$ cat src/rtl/srl_fifo_pkg.sv
// srl_fifo_flow shared package: default widths and counter sizing.
// Imported by the interface, storage and controller.
package srl_fifo_pkg;

    localparam int SRL_DATA_WIDTH = 8;
    localparam int SRL_DEPTH      = 8;

    function automatic int cnt_width(input int depth);
        return $clog2(depth + 1);
    endfunction

endpackage

$ cat src/rtl/srl_fifo_flow_if.sv
// srl_fifo_flow stream interface: push/pop handshake plus status.
// master = producer/consumer side, slave = the FIFO.
interface srl_fifo_flow_if
    import srl_fifo_pkg::*;
#(
    parameter int DATA_WIDTH = SRL_DATA_WIDTH,
    parameter int CNT_WIDTH  = cnt_width(SRL_DEPTH)
);

    logic                  if_write;
    logic [DATA_WIDTH-1:0] if_din;
    logic                  if_full_n;
    logic                  if_read;
    logic [DATA_WIDTH-1:0] if_dout;
    logic                  if_empty_n;
    logic [CNT_WIDTH-1:0]  if_count;
    logic                  if_almost_full;
    logic                  if_almost_empty;
    logic                  if_overflow;
    logic                  if_underflow;

    modport master (
        output if_write, if_din, if_read,
        input  if_full_n, if_dout, if_empty_n, if_count,
        input  if_almost_full, if_almost_empty,
        input  if_overflow, if_underflow
    );

    modport slave (
        input  if_write, if_din, if_read,
        output if_full_n, if_dout, if_empty_n, if_count,
        output if_almost_full, if_almost_empty,
        output if_overflow, if_underflow
    );

endinterface

$ cat src/rtl/srl_fifo_flow_shift_reg.sv
// srl_fifo_flow storage: unreset shift chain with one enable and an
// address read mux, kept alone so SRL inference stays clean.
module srl_fifo_flow_shift_reg
    import srl_fifo_pkg::*;
#(
    parameter int DATA_WIDTH = SRL_DATA_WIDTH,
    parameter int ADDR_WIDTH = 3,
    parameter int DEPTH      = SRL_DEPTH
) (
    input  logic                  clk,
    input  logic                  we,
    input  logic [ADDR_WIDTH-1:0] addr,
    input  logic [DATA_WIDTH-1:0] din,
    output logic [DATA_WIDTH-1:0] dout
);

    logic [DATA_WIDTH-1:0] mem [DEPTH];

    always_ff @(posedge clk) begin
        if (we) begin
            mem[0] <= din;
            for (int i = 1; i < DEPTH; i++) begin
                mem[i] <= mem[i-1];
            end
        end
    end

    // Out-of-range addresses only occur while empty, where dout is unused.
    assign dout = (int'(addr) < DEPTH) ? mem[addr] : mem[0];

endmodule

$ cat src/rtl/srl_fifo_flow.sv
// srl_fifo_flow: shift-register FIFO controller with registered flags.
// Optional sticky error flags: define SRL_FIFO_FLOW_ERR_FLAGS_EN.
module srl_fifo_flow
    import srl_fifo_pkg::*;
#(
    parameter int DATA_WIDTH = SRL_DATA_WIDTH,
    parameter int DEPTH      = SRL_DEPTH,
    parameter int CNT_WIDTH  = cnt_width(DEPTH),
    parameter int AF_THRESH  = DEPTH - 1,
    parameter int AE_THRESH  = 1
) (
    input  logic           clk,
    input  logic           reset_n,
    srl_fifo_flow_if.slave io
);

    localparam int ADDR_WIDTH = (DEPTH > 1) ? $clog2(DEPTH) : 1;
    localparam logic [CNT_WIDTH-1:0] FULL_C = CNT_WIDTH'(DEPTH);
    localparam logic [CNT_WIDTH-1:0] AF_C   = CNT_WIDTH'(AF_THRESH);
    localparam logic [CNT_WIDTH-1:0] AE_C   = CNT_WIDTH'(AE_THRESH);

    logic                  push;
    logic                  pop;
    logic [CNT_WIDTH-1:0]  cnt_q;
    logic [CNT_WIDTH-1:0]  cnt_nxt;
    logic [ADDR_WIDTH-1:0] rd_addr;
    logic                  full_n_q;
    logic                  empty_n_q;
    logic                  af_q;
    logic                  ae_q;

    always_comb begin
        push    = io.if_write & full_n_q;
        pop     = io.if_read & empty_n_q;
        cnt_nxt = cnt_q + CNT_WIDTH'(push) - CNT_WIDTH'(pop);
        rd_addr = ADDR_WIDTH'(cnt_q - CNT_WIDTH'(1));
    end

    // Flags derive from the next count so they track it with no lag.
    always_ff @(posedge clk or negedge reset_n) begin
        if (!reset_n) begin
            cnt_q     <= '0;
            full_n_q  <= 1'b1;
            empty_n_q <= 1'b0;
            af_q      <= (AF_THRESH == 0);
            ae_q      <= 1'b1;
        end else begin
            cnt_q     <= cnt_nxt;
            full_n_q  <= (cnt_nxt != FULL_C);
            empty_n_q <= (cnt_nxt != '0);
            af_q      <= (cnt_nxt >= AF_C);
            ae_q      <= (cnt_nxt <= AE_C);
        end
    end

    srl_fifo_flow_shift_reg #(
        .DATA_WIDTH (DATA_WIDTH),
        .ADDR_WIDTH (ADDR_WIDTH),
        .DEPTH      (DEPTH)
    ) u_mem (
        .clk  (clk),
        .we   (push),
        .addr (rd_addr),
        .din  (io.if_din),
        .dout (io.if_dout)
    );

    assign io.if_full_n       = full_n_q;
    assign io.if_empty_n      = empty_n_q;
    assign io.if_count        = cnt_q;
    assign io.if_almost_full  = af_q;
    assign io.if_almost_empty = ae_q;

`ifdef SRL_FIFO_FLOW_ERR_FLAGS_EN
    logic ovf_q;
    logic udf_q;

    always_ff @(posedge clk or negedge reset_n) begin
        if (!reset_n) begin
            ovf_q <= 1'b0;
            udf_q <= 1'b0;
        end else begin
            if (io.if_write & ~full_n_q) ovf_q <= 1'b1;
            if (io.if_read & ~empty_n_q) udf_q <= 1'b1;
        end
    end

    assign io.if_overflow  = ovf_q;
    assign io.if_underflow = udf_q;
`else
    assign io.if_overflow  = 1'b0;
    assign io.if_underflow = 1'b0;
`endif

endmodule

$ cat src/flat_wrapper.sv
// flat-port wrapper written by rule: the top's interface ports become plain ports
module srl_fifo_flow_flat import srl_fifo_pkg::*;
#(
    parameter int DATA_WIDTH = SRL_DATA_WIDTH,
    parameter int DEPTH      = SRL_DEPTH,
    parameter int CNT_WIDTH  = cnt_width(DEPTH),
    parameter int AF_THRESH  = DEPTH - 1,
    parameter int AE_THRESH  = 1
)
  (clk, reset_n, io_if_write, io_if_din, io_if_read, io_if_full_n, io_if_dout, io_if_empty_n, io_if_count, io_if_almost_full, io_if_almost_empty, io_if_overflow, io_if_underflow);
  srl_fifo_flow_if #(.DATA_WIDTH(DATA_WIDTH), .CNT_WIDTH(CNT_WIDTH)) io_i ();
  input  logic clk;
  input  logic reset_n;
  input wire logic [$bits(io_i.if_write)-1:0] io_if_write;
  input wire logic [$bits(io_i.if_din)-1:0] io_if_din;
  input wire logic [$bits(io_i.if_read)-1:0] io_if_read;
  output wire logic [$bits(io_i.if_full_n)-1:0] io_if_full_n;
  output wire logic [$bits(io_i.if_dout)-1:0] io_if_dout;
  output wire logic [$bits(io_i.if_empty_n)-1:0] io_if_empty_n;
  output wire logic [$bits(io_i.if_count)-1:0] io_if_count;
  output wire logic [$bits(io_i.if_almost_full)-1:0] io_if_almost_full;
  output wire logic [$bits(io_i.if_almost_empty)-1:0] io_if_almost_empty;
  output wire logic [$bits(io_i.if_overflow)-1:0] io_if_overflow;
  output wire logic [$bits(io_i.if_underflow)-1:0] io_if_underflow;
  assign io_i.if_write = io_if_write;
  assign io_i.if_din = io_if_din;
  assign io_i.if_read = io_if_read;
  assign io_if_full_n = io_i.if_full_n;
  assign io_if_dout = io_i.if_dout;
  assign io_if_empty_n = io_i.if_empty_n;
  assign io_if_count = io_i.if_count;
  assign io_if_almost_full = io_i.if_almost_full;
  assign io_if_almost_empty = io_i.if_almost_empty;
  assign io_if_overflow = io_i.if_overflow;
  assign io_if_underflow = io_i.if_underflow;
  srl_fifo_flow #(.DATA_WIDTH(DATA_WIDTH), .DEPTH(DEPTH), .CNT_WIDTH(CNT_WIDTH), .AF_THRESH(AF_THRESH), .AE_THRESH(AE_THRESH)) u_core (.clk(clk), .reset_n(reset_n), .io(io_i));
endmodule
$ cat config.mk
export PLATFORM = sky130hd
export DESIGN_NAME = srl_fifo_flow_flat
export DESIGN_NICKNAME = d
export VERILOG_FILES = /design/src/rtl/srl_fifo_pkg.sv /design/src/rtl/srl_fifo_flow_if.sv /design/src/rtl/srl_fifo_flow_shift_reg.sv /design/src/rtl/srl_fifo_flow.sv /design/src/flat_wrapper.sv
export SDC_FILE = /design/constraint.sdc
export NUM_CORES = 1
export LEC_CHECK = 0
export CORE_MARGIN = 5
export CORE_UTILIZATION = 30
export CTS_CLUSTER_DIAMETER = 80
export DETAILED_ROUTE_END_ITERATION = 8
export SETUP_SLACK_MARGIN = 0.2
export SLEW_MARGIN = 20
export SYNTH_ARGS = -nofsm -noshare
export SYNTH_HDL_FRONTEND = slang
export SYNTH_SLANG_ARGS = --single-unit
$ cat constraint.sdc
create_clock -name clk -period 4.55 [get_ports clk]
set_input_delay 1.1375 -clock clk [delete_from_list [all_inputs] [get_ports clk]]
set_output_delay 1.1375 -clock clk [all_outputs]
set_load 0.01 [all_outputs]
==> impl_metrics.toml <==
[run_status]
status = "completed"

[die]
design.die.area_um2 = 11700
fp.dieH_um = 108
std_cell_rows = 35
start_util_pct = 31.1
core-area_um2 = 9330
die_x_um = 108
pin_count = 30

[cts]
cts_buffers = 9
cts-resized-gates = 0
cts.sinks = 72
cts_tree = "yes"
path_clk_slew_ns = 0.07
cts.htree.levels = 3
ctsHoldBuffers = 0
postCtsSetupRepairBufs = 0
root_buffer = "clkbuf_8"
clk_path_buf_depth = 2
clk_latency_ns = 0.34

[routing]
routed_via_density = 4.32
num_vias = 1319
dr.pass1.iters = 4
routedWlPerCell_um = 14.7
drc = 0
antenna_left = 0
drt_iter0_drc = 81
drt_wl_total_um = 4470

[cells_and_area]
final_cells = 305
area_growth_pct = 20.2
fin_area_um2 = 3480
fin_nets = 189
diodes = 0
fillers = 861
drive_gt1_share_pct = 22.2

[global_route]
grt_pass1_wl_um = 7200
antenna_found_initial = 0
grt_pass1_vias = 1405
grt_max_degree = 65
track_usage_pct = 8.23
grt_remaining_overflow = 0

[power_and_ir_drop]
p_total_mw = 2.45
p_leak_nw = 1.21
p_seq_share_pct = 36.5
combPwrFrac_pct = 43.8
sw_frac_of_total_pct = 31.1
power.density_nw_per_um2 = 704
ir_worst_vdd_v = 0.000426
p_clk_share_pct = 19.6
netSwitchingPower_uw = 761
p_int_mw = 1.69

[sta]
post-route-period-util_pct = 85.5
fin_tns_setup_ns = 0
hold_viol = 0
setup_viol = 0
drv_slew = 0
tightest_slew_ns = 0.806
clock_skew_ns = 0.00739
fin_crit_ns = 3.89
rsz0062_at_grt = "false"
fmax_mhz = 257
slew-limit-headroom_pct = 46.2

[placement]
dpl-instance-area_um2 = 3290
globalplace.congestion = 0.698
dp_cells = 289
numPortBuffers = 27
hpwlAfterDp_um = 2730

[worst_hold_path]
hp-class = "reg -> reg"

[setup_path]
cp.required_ns = 3.41
cp-start-kind = "register"
worst-setup-path-type = "reg -> out"
cp-end-kind = "output port"
arrival_ns = 2.75
path_max_fanout = 16

[yosys]
synth_common_cells = "edfxtp_1, mux4_2, mux2_2"
synth_edf_count = 64
synth_cells = 136
synth_area_um2 = 2900
ys_seq_area_share_pct = 73.3
yosys.cell_types.count = 28
ys_ff_latch = 72
yosys_warnings = 0
synth_top_area_share_pct = 66.3
yosysMostFrequentCell = "edfxtp_1"
avgSynthCellArea_um2 = 21.3
synth_ff_type = "edfxtp_1"
yosysTopAreaCell = "edfxtp_1"
synth_area_leaders = "edfxtp_1, mux4_2, dfrtp_1"
synth_async_sr_flop_share_pct = 11.1

[job]
cap_violations = 0
[critical path, cell delays in order, from the launching register on]
cell and delay [ns]:
dfrtp_1 0.42, inv_1 0.08, ha_1 0.73, mux4_2 0.41
mux2_2 0.28, clkdlybuf4s50_1 0.48
[power by group through the flow]
| stage | Clock [mW] | Sequential, mW | Combinational [mW] |
|---|---|---|---|
| 6_report | 0.481 | 0.894 | 1.07 |
| 5_1_grt | 0.535 | 0.906 | 1.18 |
| 4_1_cts | 0.503 | 0.897 | 1.11 |
| 3_5_place_dp | 0 | 0.910 | 1.10 |
| 3_3_place_gp | 0 | 0.905 | 1.10 |
| 2_1_floorplan | 0 | 0.910 | 0.708 |
[per-stage QoR]
| stage | hold slack, ns | utilization, % | setup slack (ns) |
|---|---|---|---|
| final | 0.443 | 37.3 | 0.661 |
| after global routing | 0.455 | 37.3 | 0.494 |
| after CTS | 0.445 | 37.3 | 0.575 |
| after detailed placement | 0.428 | 35.3 | 0.940 |
| after global placement | 0.426 | 35.3 | 0.980 |
| after floorplan | 0.417 | - | 0.479 |
[layout by cell type, fill, tap and decap left out]
master,instances
nor2_1,1
mux4_2,11
clkinvlp_4,1
a21oi_1,2
a211oi_1,1
clkbuf_1,1
dfrtp_1,6
mux4_1,5
o21ai_0,2
edfxtp_1,64
ha_1,5
clkinv_1,1
and2_1,1
clkinv_2,2
a32o_1,1
nor3_1,2
fa_1,1
mux2_2,8
nand3_1,3
and2_2,1
and3_1,1
dfstp_2,2
buf_4,2
a21o_1,1
clkinv_4,1
inv_1,7
clkbuf_8,9
xnor2_1,2
conb_1,2
xor2_2,1
bufinv_16,1
clkdlybuf4s50_1,27
xor2_1,1
[registers in the layout, summed over array words and instances, names as in the netlist]
register / flops
u_core.io.if_empty_n: 1
u_core.io.if_almost_empty: 1
u_core.u_mem.mem: 64
u_core.io.if_almost_full: 1
u_core.io.if_count: 4
u_core.io.if_full_n: 1
[routing by layer]
metal  track usage, %  part of all wire, %  up-vias
met5                0                    0        -
met4             2.71                  1.3        0
li1                 -                    -      611
met3             3.94                  5.4        5
met1             11.0                   49      678
met2             11.8                   45       25
[path summary, 6_finish.rpt]
check,startpoint,end,slack [ns],cells past startpoint
setup / recovery,u_core.io.if_count[1]$_DFF_PN0_,io_if_dout[0],0.66,5
hold / removal,u_core.u_mem.mem[2][2]$_DFFE_PP_,u_core.u_mem.mem[3][2]$_DFFE_PP_,0.44,0
setup reg to reg,u_core.io.if_empty_n$_DFF_PN0_,u_core.io.if_empty_n$_DFF_PN0_,2.39,9
hold reg to reg,u_core.u_mem.mem[2][2]$_DFFE_PP_,u_core.u_mem.mem[3][2]$_DFFE_PP_,0.44,0
max in group asynchronous,reset_n,u_core.io.if_full_n$_DFF_PN1_,3.18,1
min in group asynchronous,reset_n,u_core.io.if_almost_full$_DFF_PN0_,1.07,1
[logic make-up (layout without fill, tap and decap cells)]
group / Yosys count / in the layout / share of synthesized area (%)
fa+ha+maj: 6 / 6 / 2.85
buf+inv: 13 / 52 / 2.81
other cells: 1 / 2 / 0.129
mux: 24 / 24 / 16.2
simple gates: 9 / 9 / 1.64
xor+xnor: 4 / 4 / 1.47
flops: 72 / 72 / 73.3
compound gates: 7 / 7 / 1.56
[layout make-up]
type | instances | area, µm² | share of cell area, %
multi-input combinational | 52 | 696 | 20.0
clock buffer | 10 | 128 | 3.67
sequential | 72 | 2120 | 61.0
clock inverter | 6 | 60.1 | 1.73
inverter | 7 | 26.3 | 0.755
timing repair buffer | 29 | 285 | 8.20
tap | 129 | 161 | 4.64
No activity file was read; power rests on OpenSTA's default activity.
